File: src/rtl/tdc_pkg.sv
// Shared types and constants for the TDC measurement sequencer.
package tdc_pkg;

   localparam int COUNT_W_DEFAULT = 12;

   typedef enum logic [2:0] {
      IDLE,
      CLEAR,
      ARMED,
      RUNNING,
      WAITV,
      HOLD
   } state_t;

   localparam logic [1:0] ST_OK      = 2'b00;
   localparam logic [1:0] ST_TIMEOUT = 2'b01;
   localparam logic [1:0] ST_COINC   = 2'b10;
   localparam logic [1:0] ST_NOVALID = 2'b11;

endpackage

File: src/rtl/tdc_edge_detect.sv
// Registered rising-edge detector; history resets to 1 so a level that is
// already high when reset releases never counts as an edge.
module tdc_edge_detect (
   input  logic clk_CC,
   input  logic reset_CC,
   input  logic sig_in,
   output logic rise
);

   logic prev_q;
   logic prev_d;

   always_comb prev_d = sig_in;

   always_ff @(posedge clk_CC) begin
      if (!reset_CC) prev_q <= 1'b1;
      else           prev_q <= prev_d;
   end

   assign rise = sig_in & ~prev_q;

endmodule

File: src/rtl/tdc_measure_sequencer.sv
// Sequences one CoarseCounter channel through arm/clear/start/stop/capture and
// hands the captured count to readout over a valid/ready handshake.
//
// state   | meaning
// IDLE    | counter held in clear, waiting for arm
// CLEAR   | one-cycle counter clear before arming
// ARMED   | waiting for a start edge
// RUNNING | counter running, waiting for stop edge or timeout
// WAITV   | stop issued, waiting for the counter's valid
// HOLD    | result presented until readout accepts it
module tdc_measure_sequencer
   import tdc_pkg::*;
#(
   parameter int COUNT_W     = COUNT_W_DEFAULT,
   parameter int TIMEOUT_CYC = 4000,
   parameter int VALID_WAIT  = 8
) (
   input  logic               clk_CC,
   input  logic               reset_CC,
   input  logic               arm,
   input  logic               hit_start,
   input  logic               hit_stop,
   input  logic               cc_valid,
   input  logic [COUNT_W-1:0] cc_count,
   output logic               cc_start,
   output logic               cc_stop,
   output logic               cc_reset,
   output logic [COUNT_W-1:0] res_count,
   output logic [1:0]         res_status,
   output logic               res_valid,
   input  logic               res_ready,
   output logic               busy
);

   localparam int                 WAIT_W    = $clog2(VALID_WAIT + 1);
   localparam logic [COUNT_W-1:0] TMO_LAST  = COUNT_W'(TIMEOUT_CYC - 1);
   localparam logic [WAIT_W-1:0]  WAIT_LAST = WAIT_W'(VALID_WAIT - 1);

   logic start_edge;
   logic stop_edge;

   tdc_edge_detect u_start_edge (
      .clk_CC   (clk_CC),
      .reset_CC (reset_CC),
      .sig_in   (hit_start),
      .rise     (start_edge)
   );

   tdc_edge_detect u_stop_edge (
      .clk_CC   (clk_CC),
      .reset_CC (reset_CC),
      .sig_in   (hit_stop),
      .rise     (stop_edge)
   );

   state_t             state_q, state_d;
   logic [COUNT_W-1:0] tmo_cnt_q, tmo_cnt_d;
   logic [WAIT_W-1:0]  wait_cnt_q, wait_cnt_d;
   logic               tmo_flag_q, tmo_flag_d;
   logic               cc_start_q, cc_start_d;
   logic               cc_stop_q, cc_stop_d;
   logic               cc_reset_q, cc_reset_d;
   logic [COUNT_W-1:0] res_count_q, res_count_d;
   logic [1:0]         res_status_q, res_status_d;
   logic               res_valid_q, res_valid_d;
   logic               busy_q, busy_d;

   always_comb begin
      state_d      = state_q;
      tmo_cnt_d    = tmo_cnt_q;
      wait_cnt_d   = wait_cnt_q;
      tmo_flag_d   = tmo_flag_q;
      cc_start_d   = 1'b0;
      cc_stop_d    = 1'b0;
      res_count_d  = res_count_q;
      res_status_d = res_status_q;

      case (state_q)
         IDLE: begin
            if (arm) state_d = CLEAR;
         end
         CLEAR: begin
            state_d = ARMED;
         end
         ARMED: begin
            if (start_edge && stop_edge) begin
               res_count_d  = '0;
               res_status_d = ST_COINC;
               state_d      = HOLD;
            end else if (start_edge) begin
               cc_start_d = 1'b1;
               tmo_cnt_d  = '0;
               tmo_flag_d = 1'b0;
               state_d    = RUNNING;
            end else if (!arm) begin
               state_d = IDLE;
            end
         end
         RUNNING: begin
            tmo_cnt_d = tmo_cnt_q + COUNT_W'(1);
            // A stop edge on the timeout cycle wins and reports a clean stop.
            if (stop_edge || (tmo_cnt_q == TMO_LAST)) begin
               cc_stop_d  = 1'b1;
               tmo_flag_d = !stop_edge;
               wait_cnt_d = '0;
               state_d    = WAITV;
            end
         end
         WAITV: begin
            if (cc_valid) begin
               res_count_d  = cc_count;
               res_status_d = tmo_flag_q ? ST_TIMEOUT : ST_OK;
               state_d      = HOLD;
            end else if (wait_cnt_q == WAIT_LAST) begin
               res_count_d  = '0;
               res_status_d = ST_NOVALID;
               state_d      = HOLD;
            end else begin
               wait_cnt_d = wait_cnt_q + WAIT_W'(1);
            end
         end
         HOLD: begin
            if (res_valid_q && res_ready) state_d = arm ? CLEAR : IDLE;
         end
         default: begin
            state_d = IDLE;
         end
      endcase

      cc_reset_d  = (state_d == IDLE) || (state_d == CLEAR);
      busy_d      = (state_d != IDLE);
      res_valid_d = (state_d == HOLD);
   end

   always_ff @(posedge clk_CC) begin
      if (!reset_CC) begin
         state_q      <= IDLE;
         tmo_cnt_q    <= '0;
         wait_cnt_q   <= '0;
         tmo_flag_q   <= 1'b0;
         cc_start_q   <= 1'b0;
         cc_stop_q    <= 1'b0;
         cc_reset_q   <= 1'b1;
         res_count_q  <= '0;
         res_status_q <= ST_OK;
         res_valid_q  <= 1'b0;
         busy_q       <= 1'b0;
      end else begin
         state_q      <= state_d;
         tmo_cnt_q    <= tmo_cnt_d;
         wait_cnt_q   <= wait_cnt_d;
         tmo_flag_q   <= tmo_flag_d;
         cc_start_q   <= cc_start_d;
         cc_stop_q    <= cc_stop_d;
         cc_reset_q   <= cc_reset_d;
         res_count_q  <= res_count_d;
         res_status_q <= res_status_d;
         res_valid_q  <= res_valid_d;
         busy_q       <= busy_d;
      end
   end

   assign cc_start   = cc_start_q;
   assign cc_stop    = cc_stop_q;
   assign cc_reset   = cc_reset_q;
   assign res_count  = res_count_q;
   assign res_status = res_status_q;
   assign res_valid  = res_valid_q;
   assign busy       = busy_q;

endmodule

File: config.mk
export PLATFORM = sky130hd
export DESIGN_NAME = tdc_measure_sequencer
export DESIGN_NICKNAME = d
export VERILOG_FILES = /design/src/rtl/tdc_pkg.sv /design/src/rtl/tdc_edge_detect.sv /design/src/rtl/tdc_measure_sequencer.sv
export SDC_FILE = /design/constraint.sdc
export NUM_CORES = 1
export LEC_CHECK = 0
export CORE_MARGIN = 1.5
export CORE_UTILIZATION = 30
export DETAILED_ROUTE_END_ITERATION = 16
export GPL_ROUTABILITY_DRIVEN = 1
export HOLD_SLACK_MARGIN = 0.12
export PLACE_DENSITY_LB_ADDON = 0.3
export SLEW_MARGIN = 20
export SYNTH_ARGS = -nofsm -noshare
export SYNTH_HDL_FRONTEND = slang
export SYNTH_SLANG_ARGS = --single-unit
File: constraint.sdc
create_clock -name clk_CC -period 5.15 [get_ports clk_CC]
set_clock_uncertainty 0.15 [all_clocks]
set_input_delay 1.545 -clock clk_CC [delete_from_list [all_inputs] [get_ports clk_CC]]
set_output_delay 1.545 -clock clk_CC [all_outputs]
set_load 0.02 [all_outputs]
==> run_results.csv, run 1 <==
group,metric,value,unit
status,status,"completed",
synthesis,synth_edf_count,0,
clock_tree,cts.sinks,41,
clock_tree,cts_resized,0,
pwr,p_sw_frac,0.2378,
timing,relSlewSlack,0.4697,
die,fp.dieW,79.17,um
die,die_height,79.17,um
critical_path,cp-start-kind,"primary input",
pwr,total_power,0.5731,mW
critical_path,cp.required,5.17,ns
global_route,antenna_found_initial,0,
timing,setup_ws,1.966,ns
timing,fmax,314.0,MHz
critical_path,cp_slowest_stage_delay,0.64,ns
pwr,p_comb_frac,0.078,
flow_run,cap_violations,0,
routing,drt_iter0_markers,94,
die,design.core.area,5540,um2
place,gp_congestion,0.7525,
timing,rsz0062_at_grt,"no",
routing,drc,0,
timing,setup_tns,0,ns
layout,utilization,0.4092,
clock_tree,cts_root_buf,"clkbuf_8",
timing,hold_slack,0.3102,ns
critical_path,crit_fanout,11,
clock_tree,cts_buffer_depth,2,
layout,layout.nets,253,
layout,multi_input_area,865.8,um2
pwr,leakagePower,0.7614,nW
routing,drt_first_pass_iters,4,
synthesis,seq_area_frac_synth,0.4716,
global_route,grt-ovfl-total,0,
layout,drive_gt1_frac,0.08155,
layout,antenna_cells,0,
pwr,cellPowerDensity,252.8,nW/um2
routing,vias_per_cell,4.925,
place,dp_slack,1.295,ns
pwr,switchingPower,0.1363,mW
layout,fillers,583,
clock_tree,cts_tree,"yes",
clock_tree,htreeDepth,2,
routing,finalWirelength,3838,um
synthesis,synth.distinct_cells,43,
synthesis,syn_inst,196,
critical_path,r2r_start,"wait_cnt_q[0]",
synthesis,avgSynthCellArea,8.880,um2
routing,ant_nets,0,
clock_tree,clock_latency,0.29,ns
pwr,p_seq_frac,0.569,
critical_path,crit_path_top_delay_cell,"a21oi_1",
global_route,grt_pass1_wl,6292,um
critical_path,worstSetupPathType,"primary input to flop",
hold_path,hold_path_class,"flop to flop",
die,placementRows,27,
die,die_area,6267,um2
layout,area_growth,30.27,%
critical_path,path_cells,"clkdlybuf4s50_1 > nand2b_1 > a21oi_1 > nand3b_1 > xor2_1 > nor2_1",
timing,min_period,3.184,ns
critical_path,startpoint,"hit_stop",
place,io_buffers,37,
synthesis,synth-seq-cells,41,
layout,final_area,2267,um2
synthesis,synth_flop_cell,"dfxtp_1",
pwr,p_clk_frac,0.353,
timing,setup_viol,0,
layout,final-seq-area,820.8,um2
layout,layout.cells.non_filler,305,
synthesis,syn_area,1740,um2
clock_tree,cts_made_buffers,5,
clock_tree,cts_setup_buffers,0,
pwr,vdd.ir_drop.worst,0.09391,mV
place,postPlaceCellArea,2177,um2
pwr,p_int,0.4368,mW
clock_tree,postCtsHoldBufs,0,
critical_path,rrSetupSlack,3.00,ns
synthesis,ys_warn_count,0,
timing,period_share,0.6183,
synthesis,syn-num-nets,217,
synthesis,async_reset_ff_frac,0,
die,io_pins,38,
die,start_util,0.3141,
place,hpwlAfterDp,2687,um
routing,wl_per_cell,12.58,um
global_route,grt_max_degree,21,
routing,vias,1502,
timing,hold_viol_final,0,
global_route,grt_use_total,0.1269,
place,dp_cells,297,
clock_tree,cts.clk_slew.worst_paths,0.08,ns
critical_path,reg2reg_to,"res_count[6]",
critical_path,crit_end,"tmo_cnt_q[2]",
timing,report.final.slew_viol_count,0,
critical_path,reg2reg_depth,6,
critical_path,worstSetupEndpointType,"flop",
timing,worst_pin_slew,0.7954,ns
critical_path,arrival,3.20,ns
global_route,grt_pass1_vias,1449,
-- flip-flops by register name (all words and copies together), names as in the netlist --
register and count:
tmo_flag_q 1, cc_stop 1, cc_start 1, busy 1, tmo_cnt_q 12, res_count 12, wait_cnt_q 4, state_q 3
u_start_edge.prev_q 1, res_valid 1, u_stop_edge.prev_q 1, res_status 2, cc_reset 1
-- cells by family (layout without fill, tap and decap cells) --
| kind of cell | count (synthesis) | after routing | share of synthesized area |
|---|---|---|---|
| AND/OR/NAND/NOR | 85 | 85 | 0.2682 |
| XOR/XNOR | 10 | 10 | 0.05033 |
| flip-flops | 41 | 41 | 0.4716 |
| adder cells (fa/ha/maj) | 2 | 2 | 0.01438 |
| AO/OA/AOI/OAI | 42 | 42 | 0.1589 |
| buffers and inverters | 16 | 53 | 0.03666 |
-- power groups by stage --
stage	clock, mW	sequential [mW]	combinational [mW]
CTS	0.210	0.326	0.0446
global route	0.223	0.326	0.0484
floorplan	0	0.332	0.0227
detailed placement	0	0.333	0.0444
finish	0.203	0.326	0.0447
global placement	0	0.333	0.0448
-- cells in the final DEF (no fill, tap or decap), types with 2 or more instances in the layout --
master | Yosys | routed
nor3_1 | 2 | 2
clkbuf_8 | 0 | 5
nor3b_1 | 3 | 3
a22oi_1 | 13 | 13
nand3b_1 | 2 | 2
nand4_1 | 3 | 3
clkinv_2 | 0 | 2
dfxtp_1 | 41 | 41
o21ai_0 | 7 | 7
inv_1 | 7 | 7
nor4b_1 | 2 | 2
nand3_1 | 9 | 9
nand2_1 | 10 | 10
nor2_1 | 30 | 30
xnor2_1 | 9 | 9
nand2b_1 | 4 | 4
or3_1 | 3 | 3
ha_1 | 2 | 2
nor4_1 | 3 | 3
clkdlybuf4s50_1 | 0 | 37
a21oi_1 | 14 | 14
nor2b_1 | 2 | 2
-- final cells by class --
| type | count | area share |
|---|---|---|
| multi-input combinational | 139 | 0.3819 |
| clock inverter | 3 | 0.007726 |
| inverter | 7 | 0.01159 |
| clock buffer | 5 | 0.03035 |
| tap | 72 | 0.03974 |
| timing repair buffer | 38 | 0.1667 |
| sequential | 41 | 0.3620 |
-- cells in the mapped netlist, types with 2 or more instances --
master     n  area, um2
a21oi_1   14      70.07
a22oi_1   13      97.59
buf_2      3      15.01
clkbuf_1   5      18.77
dfxtp_1   41      820.8
ha_1       2      25.02
inv_1      7      26.28
nand2_1   10      37.54
nand2b_1   4      25.02
nand3_1    9      45.04
nand3b_1   2      15.01
nand4_1    3      18.77
nor2_1    30      112.6
nor2b_1    2      12.51
nor3_1     2      10.01
nor3b_1    3      22.52
nor4_1     3      18.77
nor4b_1    2      17.52
o21ai_0    7      35.03
or3_1      3      18.77
xnor2_1    9      78.83
-- per-layer routing --
metal / GRT usage / up-vias / share of wire
li1: - / 760 / -
met1: 0.1496 / 714 / 0.48
met4: 0.04737 / 0 / 0.010
met2: 0.2137 / 24 / 0.46
met5: 0 / - / 0
met3: 0.04138 / 4 / 0.050
-- worst min path at each step --
stage                               end  cells past startpoint          start  slack [ns]
after CTS                 res_status[0]                      2  res_status[0]        0.31
after floorplan              tmo_flag_q                      2     tmo_flag_q        0.30
after global routing      res_status[0]                      2  res_status[0]        0.33
after global placement    res_status[0]                      2  res_status[0]        0.31
after detailed placement  res_status[0]                      2  res_status[0]        0.30
final                     res_status[0]                      2  res_status[0]        0.31
-- worst max-delay path: cells and delay by family --
family	cells	cell delay [ns]
buffers and inverters	1	0.49
AO/OA/AOI/OAI	1	0.64
XOR/XNOR	1	0.16
AND/OR/NAND/NOR	3	0.37
No activity file was read; power rests on OpenSTA's default activity.
==> inputs of run 2 (changes only) <==
- clock period: 5.15 -> 2.8 ns (I/O delays scaled with it)
==> run 2 against run 1 <==
Effect of this change:
- count of clock-buffer cells in the layout is 2 higher
- global-route usage is 0.30 points higher
- highest routed layer unchanged
- largest power group unchanged
- worst setup slack worse by 1.6 ns
==> run_results.csv, run 2 (same netlist as run 1, synthesis figures left out) <==
group,metric,value,unit
pwr,switchingPower,0.2554,mW
layout,area_growth,34.22,%
critical_path,cp_slowest_stage_delay,0.46,ns
critical_path,worstSetupEndpointType,"flop",
timing,relSlewSlack,0.4849,
layout,fillers,581,
layout,layout.nets,257,
die,placementRows,27,
clock_tree,cts_setup_buffers,0,
critical_path,arrival,2.47,ns
routing,finalWirelength,3824,um
place,io_buffers,37,
critical_path,crit_fanout,11,
die,io_pins,38,
global_route,antenna_found_initial,0,
die,die_height,79.17,um
layout,antenna_cells,0,
timing,hold_slack,0.3057,ns
routing,drt_iter0_markers,69,
clock_tree,cts_made_buffers,5,
pwr,vdd.ir_drop.worst,0.1949,mV
pwr,p_clk_frac,0.421,
timing,setup_tns,0,ns
global_route,grt_use_total,0.1299,
die,die_area,6267,um2
routing,ant_nets,0,
die,design.core.area,5540,um2
clock_tree,cts_buffer_depth,2,
critical_path,path_delay_family,"simple AND/OR/NAND/NOR gates",
timing,worst_pin_slew,0.7727,ns
timing,setup_viol,0,
routing,met3_length,156,um
global_route,grt_max_degree,20,
critical_path,worstSetupPathType,"primary input to flop",
clock_tree,cts_root_buf,"clkbuf_8",
layout,final_area,2336,um2
status,status,"completed",
routing,wl_met1,1834,um
routing,drc,0,
timing,rsz0062_at_grt,"no",
timing,setup_ws,0.3639,ns
timing,hold_viol_final,0,
pwr,p_comb_frac,0.071,
critical_path,path_cells,"clkdlybuf4s50_1 > nor2b_1 > a21oi_1 > nor4b_1 > xnor2_1 > nor2_1",
place,hpwlAfterDp,2671,um
pwr,leakagePower,0.7991,nW
critical_path,cp.required,2.83,ns
timing,min_period,2.436,ns
die,start_util,0.3141,
timing,report.final.slew_viol_count,0,
clock_tree,postCtsHoldBufs,0,
clock_tree,cts.clk_slew.worst_paths,0.08,ns
flow_run,cap_violations,0,
critical_path,cp_num_buf_inv,1,
clock_tree,cts_resized,0,
critical_path,cp-start-kind,"primary input",
place,gp_congestion,0.7843,
pwr,p_int,0.9240,mW
routing,drt_first_pass_iters,4,
critical_path,crit_path_top_delay_cell,"clkdlybuf4s50_1",
clock_tree,htreeDepth,2,
clock_tree,cts.sinks,41,
routing,vias,1494,
layout,final_common_cell,"dfxtp_1",
global_route,grt_pass1_wl,6334,um
clock_tree,cts_tree,"yes",
clock_tree,clock_latency,0.30,ns
die,fp.dieW,79.17,um
layout,drive_gt1_frac,0.08861,
place,postPlaceCellArea,2220,um2
pwr,cellPowerDensity,504.9,nW/um2
layout,final_cell_mix,"dfxtp_1 (41), clkdlybuf4s50_1 (37), nor2_1 (30)",
timing,fmax,410.5,MHz
pwr,p_sw_frac,0.2165,
global_route,grt_pass1_vias,1371,
routing,vias_per_cell,4.835,
routing,wl_per_cell,12.38,um
pwr,p_seq_frac,0.508,
place,dp_slack,0.04149,ns
routing,top_layer,"met4",
timing,period_share,0.8700,
global_route,grt-ovfl-total,0,
hold_path,hold_path_class,"flop to flop",
routing,routed-wl-met2,1775,um
[run 2: power by group through the flow]
stage               Sequential [mW]  Combinational, mW  Clock, mW
finish                        0.599             0.0837      0.496
global route                  0.600             0.0931      0.534
CTS                           0.599             0.0839      0.509
detailed placement            0.613             0.0832          0
global placement              0.613             0.0837          0
floorplan                     0.610             0.0418          0
[run 2: layout make-up]
cell class | instances | area [um2] | area share
inverters | 7 | 26.28 | 0.01125
well taps | 72 | 90.09 | 0.03856
multi-input cells | 139 | 862.1 | 0.3690
clock buffers | 7 | 86.33 | 0.03696
flip-flops and latches | 41 | 820.8 | 0.3514
repair buffers | 42 | 420.4 | 0.1800
clock inverters | 1 | 30.03 | 0.01285
[run 2: worst register-to-register path, cell delays in order (launching register included)]
cell and delay, ns:
dfxtp_1 0.54, nor2b_1 0.39, and3_1 0.31, a21boi_1 0.13, buf_12 0.16, a211o_1 0.22
a21oi_1 0.13
[run 2: stage by stage]
stage               total power, mW  utilization  cells
global placement             0.6967       0.4006    301
floorplan                    0.6521            -    196
detailed placement           0.6964       0.4006    301
CTS                           1.192       0.4216    309
finish                        1.179       0.4216    309
global route                  1.228       0.4216    309
[run 2: worst paths after layout]
check	startpoint	to	slack, ns	depth (start not counted)
setup / recovery	hit_start	tmo_cnt_q[6]	0.36	6
hold reg to reg	res_status[1]	res_status[1]	0.31	2
setup reg to reg	state_q[1]	res_status[0]	0.69	6
hold / removal	res_status[1]	res_status[1]	0.31	2
[run 2: layer usage]
metal / global-route usage / vias to the layer above
li1: - / 770
met1: 0.1633 / 696
met2: 0.2060 / 22
met3: 0.04023 / 6
met4: 0.05263 / 0
met5: 0 / -
